[src/rtl/vga_axil_regfile.sv]
// AXI4-Lite slave register bank holding the VGA control/status registers.
// Writes use independent single-entry AW and W holding slots so either channel may arrive
// first; a write commits once both slots are full and the B channel can take the response.
// Reads complete with one cycle of latency. Read-only registers (RO_MASK) return ro_val_i.
//
// Ports:
//   clk, arst            clock, asynchronous active-high reset
//   aw*/w*/b*            AXI-Lite write address, write data and write response channels
//   ar*/r*               AXI-Lite read address and read data channels
//   regs_o               flat register contents, register i at [i*DATA_W +: DATA_W]
//   ro_val_i             hardware values returned for read-only registers
//   wr_pulse_o           one-cycle pulse per register committed by an OKAY write
module vga_axil_regfile #(
    parameter int unsigned          ADDR_W      = 32,
    parameter int unsigned          DATA_W      = 32,
    parameter int unsigned          NUM_REGS    = 16,
    parameter logic [NUM_REGS-1:0]  RO_MASK     = '0,
    parameter logic [DATA_W-1:0]    REG_RST_VAL = '0
) (
    input  logic                         clk,
    input  logic                         arst,
    input  logic [ADDR_W-1:0]            awaddr,
    input  logic                         awvalid,
    output logic                         awready,
    input  logic [DATA_W-1:0]            wdata,
    input  logic [DATA_W/8-1:0]          wstrb,
    input  logic                         wvalid,
    output logic                         wready,
    output logic [1:0]                   bresp,
    output logic                         bvalid,
    input  logic                         bready,
    input  logic [ADDR_W-1:0]            araddr,
    input  logic                         arvalid,
    output logic                         arready,
    output logic [DATA_W-1:0]            rdata,
    output logic [1:0]                   rresp,
    output logic                         rvalid,
    input  logic                         rready,
    output logic [NUM_REGS*DATA_W-1:0]   regs_o,
    input  logic [NUM_REGS*DATA_W-1:0]   ro_val_i,
    output logic [NUM_REGS-1:0]          wr_pulse_o
);

    localparam int unsigned       BYTES    = DATA_W / 8;
    localparam int unsigned       OFF_W    = $clog2(BYTES);
    localparam int unsigned       IDX_W    = $clog2(NUM_REGS);
    localparam logic [ADDR_W-1:0] ADDR_END = ADDR_W'(NUM_REGS * BYTES);

    localparam logic [1:0] RESP_OKAY   = 2'b00;
    localparam logic [1:0] RESP_SLVERR = 2'b10;
    localparam logic [1:0] RESP_DECERR = 2'b11;

    logic                       ready_en_q;
    logic                       aw_full_q, aw_full_d;
    logic [ADDR_W-1:0]          aw_addr_q, aw_addr_d;
    logic                       w_full_q, w_full_d;
    logic [DATA_W-1:0]          w_data_q, w_data_d;
    logic [BYTES-1:0]           w_strb_q, w_strb_d;
    logic                       bvalid_q, bvalid_d;
    logic [1:0]                 bresp_q, bresp_d;
    logic                       rvalid_q, rvalid_d;
    logic [1:0]                 rresp_q, rresp_d;
    logic [DATA_W-1:0]          rdata_q, rdata_d;
    logic [NUM_REGS*DATA_W-1:0] regs_q, regs_d;
    logic [NUM_REGS-1:0]        wr_pulse_q, wr_pulse_d;

    logic             commit, aw_hs, w_hs, ar_hs;
    logic [IDX_W-1:0] aw_idx, ar_idx;
    logic [1:0]       wr_resp, rd_resp;

    // Handshakes and write decode; decode looks only at the held AW slot.
    always_comb begin
        commit  = aw_full_q && w_full_q && (!bvalid_q || bready);
        awready = ready_en_q && (!aw_full_q || commit);
        wready  = ready_en_q && (!w_full_q || commit);
        arready = ready_en_q && (!rvalid_q || rready);
        aw_hs   = awvalid && awready;
        w_hs    = wvalid && wready;
        ar_hs   = arvalid && arready;

        aw_idx = aw_addr_q[OFF_W +: IDX_W];
        ar_idx = araddr[OFF_W +: IDX_W];

        wr_resp = RESP_OKAY;
        if (aw_addr_q >= ADDR_END) begin
            wr_resp = RESP_DECERR;
        end else if (RO_MASK[aw_idx]) begin
            wr_resp = RESP_SLVERR;
        end

        rd_resp = (araddr >= ADDR_END) ? RESP_DECERR : RESP_OKAY;
    end

    // Holding slots: a slot drains on commit and may be refilled in the same cycle.
    always_comb begin
        aw_full_d = aw_full_q;
        aw_addr_d = aw_addr_q;
        w_full_d  = w_full_q;
        w_data_d  = w_data_q;
        w_strb_d  = w_strb_q;
        if (commit) begin
            aw_full_d = 1'b0;
            w_full_d  = 1'b0;
        end
        if (aw_hs) begin
            aw_full_d = 1'b1;
            aw_addr_d = awaddr;
        end
        if (w_hs) begin
            w_full_d = 1'b1;
            w_data_d = wdata;
            w_strb_d = wstrb;
        end
    end

    // Register update, write pulse and B channel.
    always_comb begin
        regs_d     = regs_q;
        wr_pulse_d = '0;
        bvalid_d   = bvalid_q;
        bresp_d    = bresp_q;
        if (bready) begin
            bvalid_d = 1'b0;
        end
        if (commit) begin
            bvalid_d = 1'b1;
            bresp_d  = wr_resp;
            if (wr_resp == RESP_OKAY) begin
                wr_pulse_d[aw_idx] = 1'b1;
                for (int unsigned k = 0; k < BYTES; k++) begin
                    if (w_strb_q[k]) begin
                        regs_d[int'(aw_idx) * DATA_W + k * 8 +: 8] = w_data_q[k * 8 +: 8];
                    end
                end
            end
        end
    end

    // R channel; data is captured from regs_q, so a same-cycle write commit is not visible.
    always_comb begin
        rvalid_d = rvalid_q;
        rresp_d  = rresp_q;
        rdata_d  = rdata_q;
        if (rready) begin
            rvalid_d = 1'b0;
        end
        if (ar_hs) begin
            rvalid_d = 1'b1;
            rresp_d  = rd_resp;
            if (rd_resp == RESP_DECERR) begin
                rdata_d = '0;
            end else if (RO_MASK[ar_idx]) begin
                rdata_d = ro_val_i[int'(ar_idx) * DATA_W +: DATA_W];
            end else begin
                rdata_d = regs_q[int'(ar_idx) * DATA_W +: DATA_W];
            end
        end
    end

    always_ff @(posedge clk or posedge arst) begin
        if (arst) begin
            ready_en_q <= 1'b0;
            aw_full_q  <= 1'b0;
            aw_addr_q  <= '0;
            w_full_q   <= 1'b0;
            w_data_q   <= '0;
            w_strb_q   <= '0;
            bvalid_q   <= 1'b0;
            bresp_q    <= '0;
            rvalid_q   <= 1'b0;
            rresp_q    <= '0;
            rdata_q    <= '0;
            regs_q     <= {NUM_REGS{REG_RST_VAL}};
            wr_pulse_q <= '0;
        end else begin
            ready_en_q <= 1'b1;
            aw_full_q  <= aw_full_d;
            aw_addr_q  <= aw_addr_d;
            w_full_q   <= w_full_d;
            w_data_q   <= w_data_d;
            w_strb_q   <= w_strb_d;
            bvalid_q   <= bvalid_d;
            bresp_q    <= bresp_d;
            rvalid_q   <= rvalid_d;
            rresp_q    <= rresp_d;
            rdata_q    <= rdata_d;
            regs_q     <= regs_d;
            wr_pulse_q <= wr_pulse_d;
        end
    end

    assign bvalid     = bvalid_q;
    assign bresp      = bresp_q;
    assign rvalid     = rvalid_q;
    assign rresp      = rresp_q;
    assign rdata      = rdata_q;
    assign regs_o     = regs_q;
    assign wr_pulse_o = wr_pulse_q;

endmodule

[config.mk]
export PLATFORM = sky130hd
export DESIGN_NAME = vga_axil_regfile
export DESIGN_NICKNAME = d
export VERILOG_FILES = /design/src/rtl/vga_axil_regfile.sv
export SDC_FILE = /design/constraint.sdc
export NUM_CORES = 1
export LEC_CHECK = 0
export CAP_MARGIN = 20
export CELL_PAD_IN_SITES_DETAIL_PLACEMENT = 0
export CELL_PAD_IN_SITES_GLOBAL_PLACEMENT = 2
export CORE_AREA = 5 5 457 459
export CTS_CLUSTER_SIZE = 8
export DETAILED_ROUTE_END_ITERATION = 16
export DIE_AREA = 0 0 462 464
export GPL_TIMING_DRIVEN = 0
export PLACE_DENSITY_LB_ADDON = 0.1
export REMOVE_ABC_BUFFERS = 1
export SLEW_MARGIN = 20
export SYNTH_ARGS = -nofsm -noshare
export SYNTH_HDL_FRONTEND = slang
export SYNTH_SLANG_ARGS = --single-unit
[constraint.sdc]
create_clock -name clk -period 51.2 [get_ports clk]
set_clock_uncertainty 0.2 [all_clocks]
set_input_delay 10.24 -clock clk [delete_from_list [all_inputs] [get_ports clk]]
set_output_delay 10.24 -clock clk [all_outputs]
set_load 0.02 [all_outputs]
Yosys cells after proc, flatten, opt, wreduce, memory -nomap -nowiden
Memories as Yosys holds them, arrays and structs flattened.
Cells that the tools add are included.
Operators by class
  shifts and indexed selects: 10
  equality and inequality tests: 1
  reduce and logical (&&, ||, !) cells: 23
  muxes and demuxes: 32
  $lt $le $gt $ge: 5
  add/subtract/negate cells: 7
Operator list (count)
  two-way mux 512 bit: 10
  bitwise mux 512 bit: 4
  variable shift 8 x 34 -> 512 bit, first input constant: 4
  indexed part select 8 x 34 -> 512 bit: 4
  indexed part select 512 x 10 -> 32 bit: 2
  negation 10 -> 34 bit: 3
  >= comparator 32 x 7 -> 1 bit, second input constant: 2
  two-way mux 32 bit: 2
  negation 9 -> 34 bit: 1
  two-way mux 16 bit: 2
  adder 9 x 5 -> 10 bit, second input constant: 2
  adder 9 x 4 -> 10 bit, second input constant: 1
  < comparator 4 x 5 -> 1 bit, second input constant: 2
  two-way mux 1 bit: 10
  logical AND 1 bit: 9
  nonzero test 2 bit: 4
  two-way mux 2 bit: 3
  demux 1 bit (select 4 bit): 1
  >= comparator 4 x 1 -> 1 bit, second input constant: 1
  zero test 1 bit: 4
  logical OR 1 bit: 4
  == test 2 bit, second input constant: 1
  zero test 2 bit: 1
  AND reduction 2 bit: 1
Storage, ports and cells
  output and inout bits: 569
  register bits after elaboration: 637
  memories kept: 2
  bits of input ports: 619
  memory bits (read-only): 32
Memory list
  (no name shown): words 16, bits a word 1, rd ports 1, clocked after Yosys merged registers in 0, wr ports 0, line 152  | end else if (RO_MASK[ar_idx]) begin
  (no name shown): words 16, bits a word 1, rd ports 1, clocked after Yosys merged registers in 0, wr ports 0, line 87  | end else if (RO_MASK[aw_idx]) begin

Depth between registers and ports, before layout
  depth after elaboration: 17
  depth in mapped cells: 12
  gate-level depth less buffers: 9

Worst setup path before layout
Ideal clock, no wire load.
  kind: input -> output
  start point: input port bready
  end point: output port awready
  stages: 3
  data arrival time: 10.991 ns
  path slack: 29.769 ns
  data required time: 40.760 ns
  buffers on the path: 0
  cells stage by stage: nand2b_1 -> nand2_1 -> a21boi_0
Between the ends
  word-level cells in the longest chain between the ends: 4
Ends and longest elaborated chain
  start, declared: line 31  | input logic bready,
  logical OR 1 bit: line 73  | commit = aw_full_q && w_full_q && (!bvalid_q || bready);
  logical AND 1 bit: line 73
  logical OR 1 bit: line 74  | awready = ready_en_q && (!aw_full_q || commit);
  logical AND 1 bit: line 74
  end, declared: line 24  | output logic awready,
No other way between the ends.

Final worst setup path
Ends and elaborated chain as after synthesis.

==> results.md <==
- Outcome: finished clean
- Via count: 25280
- Final Cell Area: 44200 um^2
- Initial antenna violation count: 30
- Seq pwr share: 38.5%
- Most frequent cells in the layout: 669 x clkdlybuf4s50_1, 629 x dfrtp_1, 373 x mux2i_1
- Placer Congestion: between 0.7 and 0.8
- Post-synth EDFFs: 0
- Combinational share of power: between 20% and 30%
- Commonest non-fill, non-tap cell in the layout: clkdlybuf4s50_1
- P_sw: approximately 0.59 mW
- Via density: 4.045
- Clock group share of total power: 38.5%
- Hold Buf Count CTS: 0
- Critical path class: in2out
- Port Buffers: 671
- Core area: 204000 um^2
- Number of setup buffers added after CTS: 0
- Slew Limit Headroom: 25.48%
- Pleak: approximately 20 nW
- PostCTS Resize Cnt: 0
- CP endpoint kind: primary output
- Minimum clock period: about 23000 ps
- DP Wirelength: 136600 um
- Width of the die: around 460 um
- Final Max Slew Viols: 0
- GRT overflow: 0
- # rows: 166
- Netlist area before placement: 30690 um^2
- Inst Count DP: 6104
- Synthesized flop and latch total: 633
- I/O pins: 1188
- Seq/Total Area, Yosys: roughly 52%
- CTS tree: yes
- CTS Sinks: ~630
- Post-Synthesis Cells: 2856
- Critical path launch point type: input pin
- Die span in y: between 400 and 500 um
- RSZ-0062 raised after global routing: no
- Slew @ Worst Pin: 1118 ps
- Main synth FF type: dfrtp_1
- Full die area: 214400 um^2
- Switching share of power: 37.81%
- Avg Cell Area, Syn: about 11 um^2
- Critical Path RT: 40760 ps
- GRT Util Overall: 17.16%
- Vias in the first global route: roughly 27000
- Post-route ant nets: 0
- Async S/R FF share, synth: between 90% and 100%
- Drt total wl: approximately 190000 um
- Unique cell type count in the Yosys netlist: 52
- Hold Path Class: reg2reg
- # DRC: 0
- Initial Utilization: 15.05%
- Int Pwr: about 0.98 mW
- Detailed Route Iter0 Violations: 1238
- Setup violations, final: 0
- # nets final: 4137
- Final non-filler cell total: 6250
- CTS Buffer Depth: 3
- Layout cell share with drive strength beyond 1: 15.55%
- Total of max-cap violations: 0
- Fmax: 44.23 MHz
- Final TNS setup: 0 ps
- Drt first pass iters: 5
- Synth-to-Final Area Change: 44.01%
- Pin count of the biggest net entering global routing: 82
- FF+latch area: 15850 um^2
- CTS Buf Count: 94
- Fillers: 22120
- Clock latency at the later pin of the worst-skew pair: approximately 720 ps
- Synth warnings: 0
- Final Util: 21.67%
- Cell area after placement: 41520 um^2
- Hold Fails Final Rpt: 0
- Pwr per Cell Area: 35.56 nW/um^2
- First-pass GRT wire length: 254200 um
- Root cell of the clock tree: clkbuf_16
- H-tree Lvls: 3
- Clock-pin slew on the worst setup and hold paths: 60 ps
- Worst VDD drop: 0.02444 mV
- DR WL/cell: around 30 um
- Multi-input combinational cell area: 13840 um^2
- Maximum fanout along the worst path: 3
- Crit path DAT: 12170 ps
- Final period util: 44.16%
-- registers in the layout, indices dropped and copies added, names as in the netlist, 4 cells and up --
signal      cells
regs_o        512
rdata          32
w_data_q       32
aw_addr_q      30
wr_pulse_o     16
w_strb_q        4
-- cell usage after synthesis, drive strengths merged, types with 2 or more instances --
cell / number / area share (%)
and3: 32 / 0.65
mux2i: 373 / 12
o21ai: 353 / 5.8
ha: 6 / 0.24
nand3: 48 / 1.3
a21boi: 3 / 0.073
a21oi: 4 / 0.065
o22ai: 63 / 1.3
nand2: 269 / 3.3
a2111oi: 2 / 0.057
or2: 10 / 0.20
inv: 128 / 1.6
clkbuf: 141 / 1.7
or4: 6 / 0.18
buf: 38 / 0.65
and4: 5 / 0.14
or3: 7 / 0.16
nor2b: 3 / 0.061
a221oi: 31 / 0.88
mux4: 2 / 0.15
mux2: 283 / 11
and2: 73 / 1.5
nor2: 212 / 2.6
nor3: 40 / 0.74
dfrtp: 633 / 52
nor4: 50 / 1.2
nand2b: 22 / 0.45
nand4: 10 / 0.20
-- power by group through the flow --
| stage | Combinational (mW) | Clock, mW | Sequential [mW] |
|---|---|---|---|
| after detailed placement | 0.376 | 0 | 0.619 |
| after CTS | 0.377 | 0.635 | 0.610 |
| after floorplan | 0.165 | 0 | 0.572 |
| after global placement | 0.348 | 0 | 0.631 |
| after global routing | 0.395 | 0.649 | 0.613 |
| final | 0.360 | 0.605 | 0.606 |
-- final timing paths --
kind	startpoint	to	slack, ps	cells after the start
hold reg to reg	aw_addr_q[24]	aw_addr_q[24]	300	1
setup reg to reg	aw_addr_q[2]	regs_o[257]	46130	11
max in group asynchronous	arst	rdata[10]	38830	6
hold / removal	aw_addr_q[24]	aw_addr_q[24]	300	1
min in group asynchronous	arst	regs_o[91]	9770	2
setup / recovery	bready	awready	28590	5
-- layer usage --
layer	wire (um)	GRT usage (%)	share of wire, %	vias to the layer above
li1	-	-	-	11360
met1	85170	22.59	45	13060
met2	88790	28.46	47	672
met3	9653	3.681	5.1	179
met4	4301	4.397	2.3	6
met5	35	0	0.019	-
-- critical path, stage by stage --
cell and delay (ps):
clkdlybuf4s50_1 500, nand2b_1 180, nand2_1 80, a21boi_0 450
clkdlybuf4s50_1 710
-- kinds of logic (layout without fill, tap and decap cells) --
| kind of cell | Yosys count | in the layout | share of synthesized area, % |
|---|---|---|---|
| DFF | 633 | 633 | 51.61 |
| adders and majority gates | 6 | 6 | 0.2446 |
| buffers and inverters | 307 | 1001 | 3.942 |
| xor gates and xnor gates | 2 | 2 | 0.05709 |
| AOI/OAI and AO/OA | 459 | 459 | 8.207 |
| and+or+nand+nor | 790 | 790 | 12.84 |
| muxes | 658 | 658 | 23.09 |
| other | 1 | 13 | 0.01222 |
-- cell type report --
type                    instances  share of cell area, %
diodes                         12                0.06794
repair buffers                739                  18.06
flip-flops and latches        633                  35.86
clock buffers                 122                  5.673
multi-input cells            1916                  31.31
well taps                    2688                  7.610
inverters                     128                  1.104
clock inverters                12                 0.3199
-- metrics by stage --
stage / total power, mW / worst slack, ps / hold WS, ps
2_1_floorplan: 0.7369 / 23030 / 279.9
3_3_place_gp: 0.9789 / 9520 / 291.1
3_5_place_dp: 0.9943 / 28570 / 294.9
4_1_cts: 1.621 / 28550 / 308.5
5_1_grt: 1.657 / 28410 / 324.3
6_report: 1.572 / 28590 / 303.8
Note: power is estimated with default switching activity, not from simulation.
